**src/rtl/uart_tx_arb.sv**
```systemverilog
// ---------------------------------------------------------------------------
// uart_tx_arb
//
// Shares one UART transmitter among NREQ byte-stream requesters. The
// arbitration is round-robin and locked to frames. A granted requester keeps
// the transmitter until it sends a byte marked "last", or until its req
// stays low for too long (IDLE_TO cycles in LOCK).
//
// Handshakes:
//   requester i -> arbiter : req[i]/req_data/req_last are a valid/ready pair.
//                            The byte is consumed in the cycle ack[i] is high.
//                            The requester may change the byte on the next cycle.
//   arbiter -> uart_tx     : tx_en is a one-cycle strobe. It is issued only
//                            after tx_rdy was seen high in LOCK. The arbiter
//                            then waits in BUSY until tx_rdy returns high.
//
// Ports:
//   clk, rst_n   clock; synchronous active-low reset
//   req          per-requester "byte available"
//   req_data     byte for requester i on [8*i+7:8*i]
//   req_last     byte on req_data ends the frame
//   ack          one-cycle pulse: requester i's byte taken
//   grant        one-hot current owner, zero when unowned
//   busy         a frame lock is held
//   tx_data      byte to uart_tx.data_out
//   tx_en        send strobe to uart_tx.en
//   tx_rdy       uart_tx.rdy, high when the transmitter is idle
//   dbg_state    current FSM state (0 IDLE, 1 LOCK, 2 SEND, 3 BUSY)
//   dbg_ptr      round-robin search start index
// ---------------------------------------------------------------------------
module uart_tx_arb #(
    parameter int NREQ    = 4,
    parameter int IDLE_TO = 1000
) (
    input  logic                 clk,
    input  logic                 rst_n,
    input  logic [NREQ-1:0]      req,
    input  logic [8*NREQ-1:0]    req_data,
    input  logic [NREQ-1:0]      req_last,
    output logic [NREQ-1:0]      ack,
    output logic [NREQ-1:0]      grant,
    output logic                 busy,
    output logic [7:0]           tx_data,
    output logic                 tx_en,
    input  logic                 tx_rdy,
    output logic [1:0]           dbg_state,
    output logic [2:0]           dbg_ptr
);

    localparam int IW = $clog2(NREQ);

    typedef enum logic [1:0] {
        ST_IDLE = 2'd0,
        ST_LOCK = 2'd1,
        ST_SEND = 2'd2,
        ST_BUSY = 2'd3
    } state_t;

    state_t            state_q, state_d;
    logic [IW-1:0]     owner_q, owner_d;
    logic [IW-1:0]     ptr_q, ptr_d;
    logic [15:0]       cnt_q, cnt_d;
    logic              last_q, last_d;
    logic [7:0]        tx_data_q, tx_data_d;
    logic              tx_en_q, tx_en_d;
    logic [NREQ-1:0]   ack_q, ack_d;
    logic [NREQ-1:0]   grant_q, grant_d;
    logic              busy_q, busy_d;

    logic [IW-1:0]     pick;
    logic              found;
    logic [IW-1:0]     idx;
    logic [IW-1:0]     owner_next;
    logic              held;
    logic [NREQ-1:0]   owner_oh;

    // Owner index plus one, wrapping at NREQ; becomes the next search start.
    assign owner_next = (owner_q == IW'(NREQ - 1)) ? '0 : owner_q + 1'b1;

    // Round-robin search: the first high req at or after ptr, wrapping.
    always_comb begin
        pick  = ptr_q;
        found = 1'b0;
        idx   = '0;
        for (int k = 0; k < NREQ; k++) begin
            idx = IW'((int'(ptr_q) + k) % NREQ);
            if (!found && req[idx]) begin
                pick  = idx;
                found = 1'b1;
            end
        end
    end

    always_comb begin
        state_d   = state_q;
        owner_d   = owner_q;
        ptr_d     = ptr_q;
        cnt_d     = cnt_q;
        last_d    = last_q;
        tx_data_d = tx_data_q;

        case (state_q)
            ST_IDLE: begin
                if (found) begin
                    owner_d = pick;
                    state_d = ST_LOCK;
                end
            end
            ST_LOCK: begin
                // A send takes priority over an idle revoke in the same cycle.
                if (req[owner_q] && tx_rdy) begin
                    tx_data_d = req_data[{owner_q, 3'b000} +: 8];
                    last_d    = req_last[owner_q];
                    cnt_d     = '0;
                    state_d   = ST_SEND;
                end else if (!req[owner_q]) begin
                    if (cnt_q >= 16'(IDLE_TO)) begin
                        cnt_d   = '0;
                        ptr_d   = owner_next;
                        state_d = ST_IDLE;
                    end else begin
                        cnt_d = cnt_q + 16'd1;
                    end
                end else begin
                    cnt_d = '0;
                end
            end
            ST_SEND: begin
                state_d = ST_BUSY;
            end
            ST_BUSY: begin
                // tx_rdy is low on entry because uart_tx drops rdy after en.
                if (tx_rdy) begin
                    if (last_q) begin
                        ptr_d   = owner_next;
                        state_d = ST_IDLE;
                    end else begin
                        state_d = ST_LOCK;
                    end
                end
            end
            default: begin
                state_d = ST_IDLE;
            end
        endcase
    end

    // The outputs are registered from the next state, so they change in the
    // same cycle that the state changes.
    always_comb begin
        held     = (state_d != ST_IDLE);
        owner_oh = {{(NREQ-1){1'b0}}, 1'b1} << owner_d;
        grant_d  = held ? owner_oh : '0;
        busy_d   = held;
        tx_en_d  = (state_d == ST_SEND);
        ack_d    = (state_d == ST_SEND) ? owner_oh : '0;
    end

    always_ff @(posedge clk) begin
        if (!rst_n) begin
            state_q   <= ST_IDLE;
            owner_q   <= '0;
            ptr_q     <= '0;
            cnt_q     <= '0;
            last_q    <= 1'b0;
            tx_data_q <= 8'h00;
            tx_en_q   <= 1'b0;
            ack_q     <= '0;
            grant_q   <= '0;
            busy_q    <= 1'b0;
        end else begin
            state_q   <= state_d;
            owner_q   <= owner_d;
            ptr_q     <= ptr_d;
            cnt_q     <= cnt_d;
            last_q    <= last_d;
            tx_data_q <= tx_data_d;
            tx_en_q   <= tx_en_d;
            ack_q     <= ack_d;
            grant_q   <= grant_d;
            busy_q    <= busy_d;
        end
    end

    assign ack       = ack_q;
    assign grant     = grant_q;
    assign busy      = busy_q;
    assign tx_data   = tx_data_q;
    assign tx_en     = tx_en_q;
    assign dbg_state = state_q;
    assign dbg_ptr   = 3'(ptr_q);

endmodule

```
**config.mk**
```make
export PLATFORM = sky130hd
export DESIGN_NAME = uart_tx_arb
export DESIGN_NICKNAME = d
export VERILOG_FILES = /design/src/rtl/uart_tx_arb.sv
export SDC_FILE = /design/constraint.sdc
export NUM_CORES = 1
export LEC_CHECK = 0
export CORE_MARGIN = 2
export CORE_UTILIZATION = 31
export CTS_CLUSTER_SIZE = 24
export DETAILED_ROUTE_END_ITERATION = 12
export GPL_TIMING_DRIVEN = 0
export SYNTH_ARGS = -nofsm -noshare
export SYNTH_HDL_FRONTEND = slang
export SYNTH_SLANG_ARGS = --single-unit
```
**constraint.sdc**
```tcl
create_clock -name clk -period 2.9 [get_ports clk]
set_clock_uncertainty 0.05 [all_clocks]
set_input_delay 0.435 -clock clk [delete_from_list [all_inputs] [get_ports clk]]
set_output_delay 0.435 -clock clk [all_outputs]
set_load 0.02 [all_outputs]
```
==> flow_summary.ini <==
[run_status]
status = finished, final reports clean

[power_and_ir_drop]
power_density_nw_per_um2 = 438
peakVddDrop_uv = 235
p_total_uw = 1240
power.static_leakage_uw = 0.000997

[worst_setup_path]
crit_path_end_kind = register
path_max_fanout = 8
cp-start-kind = input port
crit_type = in2reg
reg2reg_depth = 6
critPathArrivalTime_ns = 2.35
cp.required_ns = 3.02
worstSetupStartpoint = req[1]
r2r-start = owner_q[0]

[routing]
first_pass_iters = 4
drc = 0
first_iter_violations = 61
ant_nets = 0
wire_per_inst_um = 13.0
vias_per_cell = 4.81
drt-total-wl_mm = 4.75
vias = 1766

[cells_and_area]
layout-drive-gt1-share_pct = 10.3
finish.utilization_pct = 44.9
fin_cells = 367
final_nets = 336
diodes = 0
synthToLayoutAreaGrowth_pct = 40.9

[global_route]
grt_pass1_vias = 1775
grtUsageTotal_pct = 14.2
grt_pass1_wl_mm = 8.19
grt_max_degree = 12
grt-ovfl-total = 0
antenna_found_initial = 0

[timing]
rsz0062_at_grt = false
slew_violations = 0
maxSlewHeadroom_pct = 54.4
post-route-period-util_pct = 76.9
hold_viol_final = 0
finalSetupViolCount = 0
max_freq_ghz = 0.448
min_period_ns = 2.23
tns_ns = 0
tightest_slew_ns = 0.679

[clock_tree]
cts_inserted_buffers = 5
h-tree-depth = 2
hold_buffers = 0
cts_resized = 0
cts_tree = yes
cts_sinks = 41
clock-root-buffer = clkbuf_8
cts_setup_buffers = 0
clk_path_buf_depth = 2
clk_latency_ns = 0.28
clk_pin_slew_ns = 0.08

[floorplanning]
die_area_um2 = 7150
initial_utilization_pct = 31.9
die_x_um = 84.6
core_area_um2 = 6310
die-height_um = 84.6
io_pins = 66
rows = 29

[place]
place.gp.congestion = 0.755
place.detailed.hpwl_mm = 3.66
port-buffer-count = 64
placed_cells = 360

[logic_synthesis]
seq_area_frac_synth_pct = 40.8
synth_nets = 265
netlist_instances = 219
ys_ff_latch = 41
synth-main-ff-cell = dfxtp_1
synth-async-reset-ratio_pct = 0
postSynthAreaPerCell_um2 = 9.19
synth-edff-count = 0
yosys_warnings = 0
synth_cell_types = 49
netlist_area_um2 = 2010

[hold_path]
whs_path_depth = 2
min-delay-start = tx_data[5]
min_path_type = reg2reg

[run]
maxCapViolations = 0
-- final timing paths --
| kind | to | slack [ns] |
|---|---|---|
| min | tx_data[5] | 0.41 |
| max | grant[0] | 0.67 |
| max reg2reg | grant[0] | 0.82 |
| min reg2reg | tx_data[5] | 0.41 |
-- synthesized netlist by cell type (2+ instances only) --
cell	n	area [um2]
ha_1	3	37.5
xnor2_1	6	52.6
a21oi_1	17	85.1
buf_6	2	22.5
mux2i_1	2	20.0
a31oi_1	3	18.8
o21ai_0	5	25.0
nand3_1	7	35.0
nor2_1	24	90.1
inv_1	7	26.3
clkbuf_1	6	22.5
nand4_1	2	12.5
nor3_1	8	40.0
nor2b_1	4	25.0
mux4_2	10	225
dfxtp_1	41	821
nand2b_1	3	18.8
nand2_1	30	113
or2_2	2	12.5
nor4_1	2	12.5
and3_1	4	25.0
xor2_1	4	35.0
-- state kept, by name (all words and copies together), names as in the netlist --
name       flops
owner_q        2
tx_data        8
grant          4
cnt_q         16
last_q         1
dbg_state      2
tx_en          1
ptr_q          2
busy           1
ack            4
-- metrics by stage --
stage / cell area (um2) / hold slack, ns / setup slack, ns
final: 2840 / 0.408 / 0.669
after global routing: 2840 / 0.426 / 0.556
after CTS: 2840 / 0.407 / 0.667
after detailed placement: 2750 / 0.397 / 0.374
after global placement: 2750 / 0.392 / 0.359
after floorplan: 2010 / 0.387 / 1.04
-- cells by family after synthesis --
| logic type | count (synthesis) | share of synthesized area, % |
|---|---|---|
| AO/OA/AOI/OAI | 38 | 13.1 |
| adder cells (fa/ha/maj) | 3 | 1.87 |
| other | 1 | 0.186 |
| flip-flops | 41 | 40.8 |
| multiplexers | 12 | 12.2 |
| AND/OR/NAND/NOR | 96 | 23.2 |
| XOR/XNOR | 10 | 4.35 |
| buffers and inverters | 18 | 4.35 |
-- worst max-delay path: stages --
cell	delay, ns
clkdlybuf4s50_1	0.50
or2_2	0.36
o31ai_2	0.44
o21ai_0	0.20
o211ai_2	0.30
nor3_1	0.11
-- cell usage in the layout (no fill, tap or decap), types with 2 or more instances in the layout --
cell type / Yosys / routed
clkdlybuf4s50_1: 0 / 64
dfxtp_1: 41 / 41
nand2_1: 30 / 30
nor2_1: 24 / 24
a21oi_1: 17 / 17
mux4_2: 10 / 10
nor3_1: 8 / 8
inv_1: 7 / 7
clkbuf_1: 6 / 7
nand3_1: 7 / 7
xnor2_1: 6 / 6
clkbuf_8: 0 / 6
o21ai_0: 5 / 5
nor2b_1: 4 / 4
xor2_1: 4 / 4
and3_1: 4 / 4
nand2b_1: 3 / 3
a31oi_1: 3 / 3
ha_1: 3 / 3
or2_2: 2 / 2
buf_6: 2 / 2
nor4_1: 2 / 2
nand4_1: 2 / 2
mux2i_1: 2 / 2
-- routing by layer --
metal  GRT usage, %  share of wire, %
met3           4.82               6.2
met2           23.6                49
met4           3.03              0.21
met1           17.9                44
met5              0                 0
-- power by group --
| part | total [uW] | switching (uW) | internal [uW] |
|---|---|---|---|
| combinational | 276 | 131 | 146 |
| sequential | 595 | 11.9 | 583 |
| clock | 372 | 183 | 189 |
| total | 1240 | 326 | 917 |
-- final cells by class --
| class | instances | area (um2) |
|---|---|---|
| clock buffers | 7 | 86.3 |
| multi-input cells | 160 | 1100 |
| fillers | 657 | 3480 |
| flip-flops and latches | 41 | 821 |
| repair buffers | 64 | 641 |
| well taps | 77 | 96.3 |
| inverters | 8 | 30.0 |
| plain buffers | 10 | 57.6 |
Power figures use the tool's default switching activity.
